**config.mk**
```make
export PLATFORM = sky130hd
export DESIGN_NAME = if_fetch_stage
export DESIGN_NICKNAME = d
export VERILOG_FILES = /design/src/rtl/if_fetch_stage.sv
export SDC_FILE = /design/constraint.sdc
export NUM_CORES = 1
export LEC_CHECK = 0
export ABC_AREA = 1
export BUFFER_PORTS_ARGS = -buffer_cell sky130_fd_sc_hd__buf_2
export CAP_MARGIN = 30
export CORE_AREA = 2 2 120 122
export CTS_BUF_LIST = sky130_fd_sc_hd__clkbuf_8
export CTS_CLUSTER_SIZE = 8
export DETAILED_ROUTE_END_ITERATION = 10
export DIE_AREA = 0 0 122 124
export HOLD_SLACK_MARGIN = 0.1
export PLACE_DENSITY = 0.71
export SYNTH_ARGS = -nofsm -noshare
export SYNTH_HDL_FRONTEND = slang
export SYNTH_SLANG_ARGS = --single-unit
export TNS_END_PERCENT = 5
```
**constraint.sdc**
```tcl
create_clock -name clk -period 1.3 [get_ports clk]
set_input_delay 0.325 -clock clk [delete_from_list [all_inputs] [get_ports clk]]
set_output_delay 0.325 -clock clk [all_outputs]
set_load 0.05 [all_outputs]
```
**src/rtl/if_fetch_stage.sv**
```systemverilog
// Instruction-fetch stage: buffers the 64-bit fetch packet across ID stalls and
// drops instruction-RAM responses that were orphaned by a pipeline flush.
module if_fetch_stage #(
   parameter int PC_W  = 32,
   parameter int EXC_W = 8
) (
   input  logic              clk,
   input  logic              rst_n,
   input  logic              if_valid_i,
   input  logic [PC_W-1:0]   pc1_i,
   input  logic [PC_W-1:0]   pc2_i,
   input  logic              line1_excep_en_i,
   input  logic [EXC_W-1:0]  line1_excep_type_i,
   input  logic              line2_excep_en_i,
   input  logic [EXC_W-1:0]  line2_excep_type_i,
   input  logic              inst_ram_req_i,
   input  logic              inst_data_ok_i,
   input  logic [63:0]       inst_rdata_i,
   input  logic              excep_flush_i,
   input  logic              banch_flush_i,
   input  logic              id_allowin_i,
   output logic              if_allowin_o,
   output logic              if_to_id_valid_o,
   output logic [PC_W-1:0]   pc1_o,
   output logic [PC_W-1:0]   pc2_o,
   output logic [31:0]       inst1_o,
   output logic [31:0]       inst2_o,
   output logic              line1_excep_en_o,
   output logic [EXC_W-1:0]  line1_excep_type_o,
   output logic              line2_excep_en_o,
   output logic [EXC_W-1:0]  line2_excep_type_o,
   output logic [1:0]        discard_cnt_o
);

   logic        buf_valid;
   logic [63:0] buf_data;
   logic [1:0]  discard_cnt;

   logic        waiting;
   logic        live_ok;
   logic        drop_ok;
   logic        ready_go;
   logic        flush;
   logic        handoff;
   logic        capture;
   logic        cnt_inc;
   logic        cnt_dec;
   logic [63:0] inst_pkt;

   assign flush    = excep_flush_i | banch_flush_i;
   assign waiting  = if_valid_i & inst_ram_req_i & ~buf_valid;
   assign live_ok  = inst_data_ok_i & (discard_cnt == 2'd0);
   assign drop_ok  = inst_data_ok_i & (discard_cnt != 2'd0);
   assign ready_go = ~inst_ram_req_i | buf_valid | live_ok;

   assign if_to_id_valid_o = if_valid_i & ready_go & ~flush;
   assign if_allowin_o     = ~if_valid_i | (ready_go & id_allowin_i) | flush;

   assign handoff = if_to_id_valid_o & id_allowin_i;
   assign capture = waiting & live_ok & ~id_allowin_i & ~flush;

   // A response landing in the same cycle as the flush is consumed here, so it
   // does not count as orphaned.
   assign cnt_inc = flush & waiting & ~live_ok;
   assign cnt_dec = drop_ok;

   always_comb begin
      inst_pkt = inst_rdata_i;
      if (!inst_ram_req_i) begin
         inst_pkt = 64'h0;
      end else if (buf_valid) begin
         inst_pkt = buf_data;
      end
   end

   assign inst1_o            = inst_pkt[31:0];
   assign inst2_o            = inst_pkt[63:32];
   assign pc1_o              = pc1_i;
   assign pc2_o              = pc2_i;
   assign line1_excep_en_o   = line1_excep_en_i;
   assign line1_excep_type_o = line1_excep_type_i;
   assign line2_excep_en_o   = line2_excep_en_i;
   assign line2_excep_type_o = line2_excep_type_i;
   assign discard_cnt_o      = discard_cnt;

   always_ff @(posedge clk or negedge rst_n) begin
      if (!rst_n) begin
         buf_valid <= 1'b0;
         buf_data  <= 64'h0;
      end else if (handoff || flush) begin
         buf_valid <= 1'b0;
      end else if (capture) begin
         buf_valid <= 1'b1;
         buf_data  <= inst_rdata_i;
      end
   end

   always_ff @(posedge clk or negedge rst_n) begin
      if (!rst_n) begin
         discard_cnt <= 2'd0;
      end else if (cnt_inc && !cnt_dec && discard_cnt != 2'd2) begin
         discard_cnt <= discard_cnt + 2'd1;
      end else if (cnt_dec && !cnt_inc && discard_cnt != 2'd0) begin
         discard_cnt <= discard_cnt - 2'd1;
      end
   end

endmodule

```
==> results of run 1 <==
## worst min-delay path: stages
cell and delay (ns):
buf_2 0.07, inv_1 0.07, o21ai_2 0.13
## kinds of logic (layout without fill, tap and decap cells)
group,after synthesis,in the layout,synth area share [%]
DFF,67,67,38.14
and+or+nand+nor,96,96,9.735
AOI/OAI and AO/OA,192,192,26.47
buffers and inverters,191,283,25.65
## synth_stat cells, drive strengths merged
library cell | instances | share of area [%]
nand2 | 81 | 8.1
o21ai | 128 | 19
nand3 | 3 | 0.34
nor3 | 1 | 0.11
nand4 | 2 | 0.28
a21oi | 64 | 7.3
buf | 101 | 18
clkbuf | 16 | 1.4
inv | 74 | 6.3
nor2 | 9 | 0.88
dfrtp | 67 | 38
## metal layers
metal | vias up | track usage, %
li1 | 1848 | -
met1 | 1761 | 19.18
met2 | 131 | 26.01
met3 | 28 | 4.533
met4 | 0 | 4.598
met5 | - | 0
## cell type report
cell class                      instances  share of cell area [%]
Clock inverter                          1                 0.05386
Multi-Input combinational cell        288                   37.77
Timing Repair inverter                  3                  0.7899
Clock buffer                           11                   2.172
Timing Repair Buffer                  194                   27.56
Sequential cell                        67                   24.15
Tap cell                              180                   3.232
Inverter                               74                   4.273
## sequential cells by signal (all words and copies together), names as in the netlist
name and count:
buf_data 64, buf_valid 1, discard_cnt_o 2
## report_power, final
group	internal, mW	switching (mW)	leakage, nW
Clock	0.748	0.741	0.0844
Combinational	1.14	1.47	2.24
Sequential	2.68	0.481	0.891
Total	4.56	2.69	3.22
## metrics by stage
| step | total power, mW | TNS (ns) |
|---|---|---|
| floorplan | 5.459 | -17.05 |
| detailed placement | 5.395 | -39.74 |
| global route | 7.720 | -71.49 |
| CTS | 7.240 | -61.62 |
| finish | 7.258 | -61.78 |
| global placement | 5.332 | -38.40 |
## repair_timing
item / CTS / global route
pin swaps: 1 / 4
setup endpoints to repair: 133 / 135
endpoints found under the hold margin: 67 / 0
resized for setup: 196 / 50
setup buffers: 5 / 3
cloned: 5 / 2
hold buffers: 1 / 0
## worst max-delay path by stage
stage | start | end
5_1_grt | buf_valid | inst2_o[10]
6_report | buf_valid | inst2_o[12]
4_1_cts | buf_valid | inst2_o[2]
3_5_place_dp | buf_valid | inst1_o[14]
2_1_floorplan | buf_valid | inst1_o[29]
3_3_place_gp | buf_valid | inst1_o[25]
==> flow_summary.toml, run 1 <==
[run_status]
outcome = "finished, violations left"
violations = "negative setup slack"

[critical_path]
cp-start-kind = "flip-flop"
reg2reg_slack_ns = -0.35
worstPathCellList = "clkinv_8 > buf_16 > buf_4 > a21oi_4 > buf_6"
cp_top_family = "buffers and inverters"
cp.arrival_ns = 1.66
rr_endpoint = "buf_data[28]"
crit_path_end_kind = "output pin"
cp_slowest_stage_delay_ns = 0.58
crit_type = "reg2out"
crit_buf_inv = 4
cp.depth = 5
rr_worst_depth = 7
reg2reg_from = "buf_valid"
worstPathRequired_ns = 0.98
cp_max_fo = 6
slowest_stage = "dfrtp_4"

[global_route]
gr-usage-all-layers_pct = 15.44
grt_max_degree = 68
antenna_found_initial = 0
grt_pass1_wl_um = 18240
overflow = 0
grt_pass1_vias = 3638

[logic_synthesis]
ys_ff_latch = 67
yosys_warnings = 0
synth_nets = 700
yosysSeqAreaShare_pct = 38.14
postSynthCellCount = 546
syn-cell-area_um2 = 4395
avgSynthCellArea_um2 = 8.050
yosys.cell_types.count = 18

[sta]
fin_crit_ns = 1.983
hold_viol_final = 0
hold_ws_ns = 0.2807
setup_viol = 135
finClkSkew_ns = 0.004373
slew_violations = 0
slew_headroom_pct = 72.47
worst_slew_pin_slew_ns = 0.4129
grt_setup_unrepaired = "yes"
fmax_ghz = 0.5043
worst_slack_ns = -0.6831
final.period_utilization_pct = 152.5

[min_path]
hold_path_depth = 3
hp-class = "in2reg"
holdPathEnd = "buf_data[13]"
worstHoldStart = "inst_rdata_i[13]"

[power_and_ir_drop]
power_density_nw_per_um2 = 1041
p_leak_nw = 3.216
peakVddDrop_v = 0.0005262

[clock_tree]
cts_max_level = 3
cts.path.max_buffers = 2
cts_inserted_buffers = 9
cts.sinks = 67
root_buffer = "clkbuf_8"
cts_tree = "yes"
clock_latency_ns = 0.34
clkTransAtPathRegs_ns = 0.07

[placed_design]
io_buffers = 139
post_dp_cell_area_um2 = 5842
routabilityCongestion = 0.7506
dp_hpwl_um = 7656
post-place-ws_ns = -0.4259
placedCellCount = 792

[finish]
stdcell_area_um2 = 6969
num_antenna_cells = 0
stdcell_count = 818
final_common_cell = "o21ai_2"
fillers = 1228
most-common-layout-cells = "101 x o21ai_2, 75 x buf_6, 73 x inv_1"
fin_nets = 791
regArea_um2 = 1683
final_layout_size_suffix_gt1_share_pct = 65.05
area_growth_pct = 58.55
multiInputGateArea_um2 = 2633
utilization_pct = 50.80

[routing]
m1WireLength_um = 4987
first_pass_iters = 4
met3_length_um = 803
wl_per_cell_um = 14.47
top_layer = "met4"
drc_errors = 0
routed-wl-met2_um = 5874
drt_iter0_drc = 153
via_count = 3768
vias_per_cell = 4.606
drt-total-wl_um = 11830
ant_nets = 0

[floorplan]
die_height_um = 124
fp-row-count = 43
io-pin-count = 304
coreArea_um2 = 13720
die_w_um = 122
dieArea_um2 = 15130
initial_utilization_pct = 32.04

[flow_run]
drv_cap = 0
Power figures use the tool's default switching activity.
==> inputs of run 2 (changes only) <==
- CAP_MARGIN: 30 -> 20
- CORE_AREA: 2 2 120 122 -> 2 2 117 119
- DIE_AREA: 0 0 122 124 -> 0 0 119 121
- clock period: 1.3 -> 2.53 ns (I/O delays scaled with it)
==> flow_summary.toml, run 2 (same netlist as run 1, synthesis figures left out) <==
[run_status]
outcome = "finished clean"

[critical_path]
reg2reg_slack_ns = 0.88
rr_worst_depth = 7
reg2reg_from = "discard_cnt_o[0]"
cp_max_fo = 53
worstPathRequired_ns = 1.90
rr_endpoint = "buf_data[20]"
crit_type = "reg2out"
crit_path_end_kind = "output pin"
cp-startpoint = "buf_valid"
cp-start-kind = "flip-flop"
cp.arrival_ns = 1.75

[placed_design]
routabilityCongestion = 0.7366
dp_hpwl_um = 6673
io_buffers = 139
post_dp_cell_area_um2 = 4607
placedCellCount = 753

[global_route]
grt_pass1_vias = 3041
grt_pass1_wl_um = 15010
antenna_found_initial = 0
overflow = 0
gr-usage-all-layers_pct = 12.98
grt_max_degree = 68

[sta]
grt_setup_unrepaired = "no"
fin_tns_setup_ns = 0
setup_viol = 0
worst_slew_pin_slew_ns = 0.3679
slew_headroom_pct = 75.47
fmax_ghz = 0.4194
fin_crit_ns = 2.384
slew_violations = 0
final.period_utilization_pct = 94.24
hold_viol_final = 0
finClkSkew_ns = 0.006151

[power_and_ir_drop]
peakVddDrop_v = 0.0002361
pwr-share-comb_pct = 28.9
p_leak_nw = 2.636
p_int_mw = 2.175
p_sw_share_pct = 35.52
power_switching_mw = 1.198
power_density_nw_per_um2 = 695.7
seqPwrFrac_pct = 45.9
clock_power_share_pct = 25.2

[clock_tree]
cts.sinks = 67
clock_latency_ns = 0.33
hold_buffers = 0
cts_inserted_buffers = 9
cts.path.max_buffers = 2
postCtsResizedCells = 0
root_buffer = "clkbuf_8"
cts_max_level = 3
cts_tree = "yes"
clkTransAtPathRegs_ns = 0.07
post_cts_buffers = 0

[routing]
first_pass_iters = 4
drt-total-wl_um = 9780
via_count = 3550
ant_nets = 0
drc_errors = 0
wl_per_cell_um = 12.70
drt_iter0_drc = 196
vias_per_cell = 4.610

[finish]
final_layout_size_suffix_gt1_share_pct = 40.57
stdcell_area_um2 = 4848
largest_reg_flops = 64
most-common-layout-cells = "131 x buf_2, 75 x inv_1, 68 x o21ai_0"
stdcell_count = 770
num_antenna_cells = 0
area_growth_pct = 10.30
regMostFlops = "buf_data"
final_common_cell = "buf_2"
fin_nets = 743

[floorplan]
io-pin-count = 304
coreArea_um2 = 13090
dieArea_um2 = 14400
die_height_um = 121
initial_utilization_pct = 33.59
fp-row-count = 42
die_w_um = 119

[min_path]
hp-class = "in2async"

[flow_run]
drv_cap = 0
[run 2: stage by stage]
| step | util, % | setup WS [ns] | hold WS (ns) | power, mW |
|---|---|---|---|---|
| final | 37.05 | 0.1457 | 0.3021 | 3.373 |
| after global routing | 37.05 | 0.002267 | 0.3128 | 3.611 |
| after CTS | 36.62 | 0.04091 | 0.3001 | 3.437 |
| after detailed placement | 35.21 | 0.3407 | 0.4615 | 2.546 |
| after global placement | 35.21 | 0.3448 | 0.4570 | 2.518 |
| after floorplan | - | 0.02085 | 0.3369 | 2.632 |
[run 2: layer usage]
layer | vias to the layer above | GRT usage (%) | share of wire, %
li1 | 1748 | - | -
met1 | 1616 | 16.55 | 44
met2 | 150 | 19.04 | 44
met3 | 36 | 4.558 | 7.9
met4 | 0 | 7.440 | 4.2
met5 | - | 0 | 0
[run 2: worst max-delay path by stage]
stage | end | depth (start not counted)
5_1_grt | inst2_o[17] | 5
3_5_place_dp | inst1_o[4] | 5
2_1_floorplan | inst1_o[10] | 4
3_3_place_gp | inst1_o[4] | 5
6_report | inst2_o[11] | 5
4_1_cts | inst1_o[27] | 5
[run 2: layout make-up]
cell class / instances / area [µm²]
fillers: 1377 / 8237
flip-flops and latches: 67 / 1677
multi-input cells: 288 / 1605
repair buffers: 149 / 878.3
inverters: 74 / 282.8
well taps: 176 / 220.2
clock buffers: 9 / 123.9
clock inverters: 7 / 61.31
[run 2: power by group through the flow]
stage / logic (mW) / clock network (mW) / registers, mW
3_5_place_dp: 0.985 / 0 / 1.56
6_report: 0.973 / 0.850 / 1.55
2_1_floorplan: 1.07 / 0 / 1.56
4_1_cts: 0.984 / 0.902 / 1.55
3_3_place_gp: 0.955 / 0 / 1.56
5_1_grt: 1.08 / 0.943 / 1.59
[run 2: worst max-delay path, stage by stage, from the launching register on]
cell,delay (ns)
dfrtp_1,0.44
inv_6,0.19
buf_12,0.23
o21ai_0,0.10
a21oi_1,0.14
buf_2,0.28
